## src/rtl/multiplier_array_pipe.sv

```systemverilog
// Pipelined array multiplier with per-operand signed/unsigned mode.
// The partial-product rows are split over STAGES register stages, with
// ceil(WIDTH/STAGES) rows per stage. A global advance enable moves the
// whole pipe one slot at a time. Bubbles are kept and never collapsed.
//
// Ports:
//   clk, rst_n  - clock; asynchronous active-low reset
//   in_valid    - operands on a/b/is_signed are valid
//   in_ready    - pipe advances this edge (combinational)
//   a, b        - WIDTH-bit multiplicand / multiplier
//   is_signed   - 1: two's complement operands, 0: unsigned operands
//   out_valid   - y holds a valid product
//   out_ready   - consumer takes y this edge
//   y           - 2*WIDTH-bit registered product
module multiplier_array_pipe #(
  parameter int unsigned WIDTH  = 8,
  parameter int unsigned STAGES = 2
) (
  input  logic               clk,
  input  logic               rst_n,
  input  logic               in_valid,
  output logic               in_ready,
  input  logic [WIDTH-1:0]   a,
  input  logic [WIDTH-1:0]   b,
  input  logic               is_signed,
  output logic               out_valid,
  input  logic               out_ready,
  output logic [2*WIDTH-1:0] y
);

  localparam int unsigned PW = 2 * WIDTH;
  localparam int unsigned R  = (WIDTH + STAGES - 1) / STAGES;

  // Slot k holds the operands and valid bit that entered k edges ago.
  // Slot 0's partial sum is held at zero.
  logic [PW-1:0]    ps_q [0:STAGES];
  logic [WIDTH-1:0] a_q  [0:STAGES];
  logic [WIDTH-1:0] b_q  [0:STAGES];
  logic             sg_q [0:STAGES];
  logic             v_q  [0:STAGES];

  logic [PW-1:0]    sum_d [1:STAGES];
  logic             adv;

  // Adds rows (s-1)*R .. min(s*R,WIDTH)-1 onto acc. In signed mode a's MSB
  // row has negative weight, so that row is subtracted.
  function automatic logic [PW-1:0] add_rows(
    input logic [PW-1:0]    acc,
    input logic [WIDTH-1:0] av,
    input logic [WIDTH-1:0] bv,
    input logic             sg,
    input int unsigned      s
  );
    logic [PW-1:0] bx;
    logic [PW-1:0] sum;
    bx  = sg ? {{WIDTH{bv[WIDTH-1]}}, bv} : {{WIDTH{1'b0}}, bv};
    sum = acc;
    for (int unsigned i = 0; i < WIDTH; i++) begin
      if (i >= (s - 1) * R && i < s * R && av[i]) begin
        if (sg && i == WIDTH - 1) sum = sum - (bx << i);
        else                      sum = sum + (bx << i);
      end
    end
    return sum;
  endfunction

  // Whole pipe moves only when the output slot is empty or being taken.
  assign adv       = !out_valid || out_ready;
  assign in_ready  = adv;
  assign out_valid = v_q[STAGES];
  assign y         = ps_q[STAGES];

  // Per-stage row accumulation.
  always_comb begin
    for (int unsigned s = 1; s <= STAGES; s++) begin
      sum_d[s] = add_rows(ps_q[s-1], a_q[s-1], b_q[s-1], sg_q[s-1], s);
    end
  end

  // Slot registers: shift one slot per advance, hold otherwise.
  always_ff @(posedge clk or negedge rst_n) begin
    if (!rst_n) begin
      for (int unsigned k = 0; k <= STAGES; k++) begin
        ps_q[k] <= '0;
        a_q[k]  <= '0;
        b_q[k]  <= '0;
        sg_q[k] <= 1'b0;
        v_q[k]  <= 1'b0;
      end
    end else if (adv) begin
      ps_q[0] <= '0;
      a_q[0]  <= a;
      b_q[0]  <= b;
      sg_q[0] <= is_signed;
      v_q[0]  <= in_valid;
      for (int unsigned k = 1; k <= STAGES; k++) begin
        ps_q[k] <= sum_d[k];
        a_q[k]  <= a_q[k-1];
        b_q[k]  <= b_q[k-1];
        sg_q[k] <= sg_q[k-1];
        v_q[k]  <= v_q[k-1];
      end
    end
  end

endmodule

```

## config.mk

```make
export PLATFORM = sky130hd
export DESIGN_NAME = multiplier_array_pipe
export DESIGN_NICKNAME = d
export VERILOG_FILES = /design/src/rtl/multiplier_array_pipe.sv
export SDC_FILE = /design/constraint.sdc
export NUM_CORES = 1
export LEC_CHECK = 0
export CAP_MARGIN = 20
export CELL_PAD_IN_SITES_DETAIL_PLACEMENT = 2
export CELL_PAD_IN_SITES_GLOBAL_PLACEMENT = 2
export CORE_MARGIN = 1.5
export CORE_UTILIZATION = 33
export DETAILED_ROUTE_END_ITERATION = 10
export GPL_TIMING_DRIVEN = 0
export PLACE_DENSITY_LB_ADDON = 0.1
export SYNTH_ARGS = -nofsm -noshare
export SYNTH_HDL_FRONTEND = slang
export SYNTH_SLANG_ARGS = --single-unit
```

## constraint.sdc

```tcl
create_clock -name clk -period 6.2 [get_ports clk]
set_clock_uncertainty 0.05 [all_clocks]
set_input_delay 1.24 -clock clk [delete_from_list [all_inputs] [get_ports clk]]
set_output_delay 1.24 -clock clk [all_outputs]
set_load 0.02 [all_outputs]
```

==> results_dict.tcl, run 1 <==
set metrics [dict create \
    setup_violations 0 \
    drt_iter0_drc 159 \
    wl_met3_um 438 \
    start_util 0.339 \
    period_needed_ps 6050 \
    worst_slew_pin_slew_ps 893 \
    synth-edff-count 0 \
    outcome "finished clean" \
    ctsHoldBuffers 0 \
    ys.flop_type "dfrtp_1" \
    synthTopCellsByCount "nand2_1, ha_1, a21oi_1" \
    fp.dieArea_sq_um 21000 \
    place_congestion 0.842 \
    cp.arrival_ps 6210 \
    fin_crit_sh 0.976 \
    min_path_type "reg -> reg" \
    portBuffers 38 \
    fin_nets 1005 \
    route.detailed.drc 0 \
    cts_buffer_depth 2 \
    route.met2.wl_mm 12.5 \
    grt_pass1_wl_mm 36.3 \
    crit_type "reg -> reg" \
    grt-ovfl-total 0 \
    ant_nets 0 \
    final_core_util 0.416 \
    synthCells 832 \
    routed_wl_mm 23.7 \
    grt_usage 0.227 \
    dp_hpwl_mm 17.8 \
    synth_warnings 0 \
    worst_setup_path_start_kind "flop" \
    antenna_found_initial 0 \
    synth_area_per_cell_sq_um 7.97 \
    yosysTopAreaCell "dfrtp_1" \
    synth_async_sr_flop_share 1.00 \
    yosysMostFrequentCell "nand2_1" \
    path_max_fanout 7 \
    hold_viol 0 \
    drt-pass1-iter-count 4 \
    htree_num_levels 3 \
    ys_ff_latch 65 \
    cts_tree "yes" \
    yosysSeqAreaShare 0.245 \
    dieWidth_um 145 \
    vias 6288 \
    clock_latency_ps 350 \
    clkSlewWorstSetupHoldPaths_ps 60 \
    wl_met1_mm 10.3 \
    cp.required_ps 6360 \
    ys_top_cells_by_area "dfrtp_1, ha_1, nand2_1" \
    avgRoutedWirePerCell_um 20.2 \
    setup_tns_ps 0 \
    die_h_um 145 \
    drive_above_1_share 0.175 \
    top_layer "met4" \
    drv_slew 0 \
    slowest_stage "dfrtp_2" \
    root_buffer "clkbuf_16" \
    synth_cell_types 74 \
    relSlewSlack 0.404 \
    synth_nets 932 \
    critPathMaxStageDelay_ps 480 \
    grt_max_degree 66 \
    io_pins 39 \
    core_area_sq_um 19600 \
    rows 51 \
    grt_pass1_vias 6702 \
    cpMostUsedCell "xnor2_1" \
    max_cap_violations 0 \
    fmax_mhz 165 \
    diodes 0 \
    synth_top_cell_area_share 0.245 \
    clock_sinks 65 \
    synth_area_sq_um 6640 \
    syn2layout_area_growth_pct 22.9 \
    end_kind "flop" \
    vias_per_cell 5.36 \
    cts_made_buffers 9 \
]
per-stage QoR:
stage               setup slack (ps)  hold WS (ps)  instance area [sq um]  std cells
global route                    -117           452                   8150       1174
CTS                             6.98           425                   7760       1153
finish                           147           417                   8150       1174
floorplan                        262           380                   6640        832
detailed placement              -643           411                   7340       1135
global placement                -371           397                   7350       1135
cell type report:
| type | count | area, sq um |
|---|---|---|
| multi-input combinational | 674 | 4890 |
| fill | 2214 | 11400 |
| sequential | 65 | 1640 |
| tap | 265 | 332 |
| buffer | 44 | 244 |
| clock inverter | 6 | 67.6 |
| inverter | 46 | 176 |
| timing repair buffer | 65 | 581 |
| clock buffer | 9 | 225 |
flip-flops by register name (all words and copies together), names as in the netlist:
register / cells
a_q: 12
out_valid: 1
sg_q: 2
y: 16
v_q: 2
b_q: 16
ps_q: 16
per-layer routing:
| layer | vias to the layer above | global-route usage |
|---|---|---|
| li1 | 3019 | - |
| met1 | 3190 | 0.277 |
| met2 | 53 | 0.421 |
| met3 | 26 | 0.0276 |
| met4 | 0 | 0.0569 |
| met5 | - | 0 |
what timing repair did:
item	CTS	global route
setup buffers	5	22
gates resized for setup	26	56
endpoints found under the setup margin	6	2
pin swaps	6	30
cloned	0	0
logic make-up (layout without fill, tap and decap cells):
logic type                 count (synthesis)  in the layout  share of synthesized area
muxes                                     32             32                     0.0524
adders and majority gates                 79             79                      0.157
buffers and inverters                     93            170                     0.0634
and+or+nand+nor                          293            293                      0.194
DFF                                       65             65                      0.245
AOI/OAI and AO/OA                        207            207                      0.205
xor gates and xnor gates                  63             63                     0.0832
critical path, delay by kind of cell (launching register included):
family | cells | cell delay, ps
AO/OA/AOI/OAI | 10 | 1560
XOR/XNOR | 7 | 1110
adder cells (fa/ha/maj) | 4 | 1300
buffers and inverters | 2 | 220
flip-flops | 1 | 480
multiplexers | 2 | 620
AND/OR/NAND/NOR | 4 | 590
layout by cell type, fill, tap and decap left out, drive strengths merged, types with 16 or more instances in the layout:
cell           synthesis  routed
nand2                146     146
ha                    72      72
a21oi                 70      70
dfrtp                 65      65
nor2                  61      61
xnor2                 50      50
buf                   23      50
o21ai                 50      50
inv                   45      46
clkdlybuf4s50          0      37
clkbuf                24      31
nor3                  22      22
mux2                  19      19
nor2b                 16      16
nand3                 16      16
final timing paths:
path	endpoint	slack, ps	startpoint	cells past startpoint
max in group asynchronous	ps_q[21]	4500	rst_n	1
worst min register to register	y[0]	420	y[0]	2
min in group asynchronous	y[12]	950	rst_n	1
worst max-delay path	y[15]	150	b_q[9]	29
worst max register to register	y[15]	150	b_q[9]	29
worst min-delay path	y[0]	420	y[0]	2
Power of run 1 is left out: the tool's default activity adds up to more than one toggle a clock period on the data nets, which glitch-free logic cannot reach.
==> inputs of run 2 (changes only) <==
--- a/config.mk
+++ b/config.mk
@@ -5,7 +5,7 @@
 export SDC_FILE = /design/constraint.sdc
 export NUM_CORES = 1
 export LEC_CHECK = 0
-export CAP_MARGIN = 20
+export CAP_MARGIN = 25
 export CELL_PAD_IN_SITES_DETAIL_PLACEMENT = 2
 export CELL_PAD_IN_SITES_GLOBAL_PLACEMENT = 2
 export CORE_MARGIN = 1.5
==> constraint.sdc (replaced) <==
create_clock -name clk -period 6.2 [get_ports clk]
set_clock_uncertainty 0.05 [all_clocks]
set_input_delay 1.24 -clock clk [delete_from_list [all_inputs] [get_ports clk]]
set_output_delay 1.24 -clock clk [all_outputs]
set_load 0.1 [all_outputs]
==> results of run 2 <==
The final DEF is identical to that of run 1. Status: finished clean.
Power of run 2 is left out for the same reason.
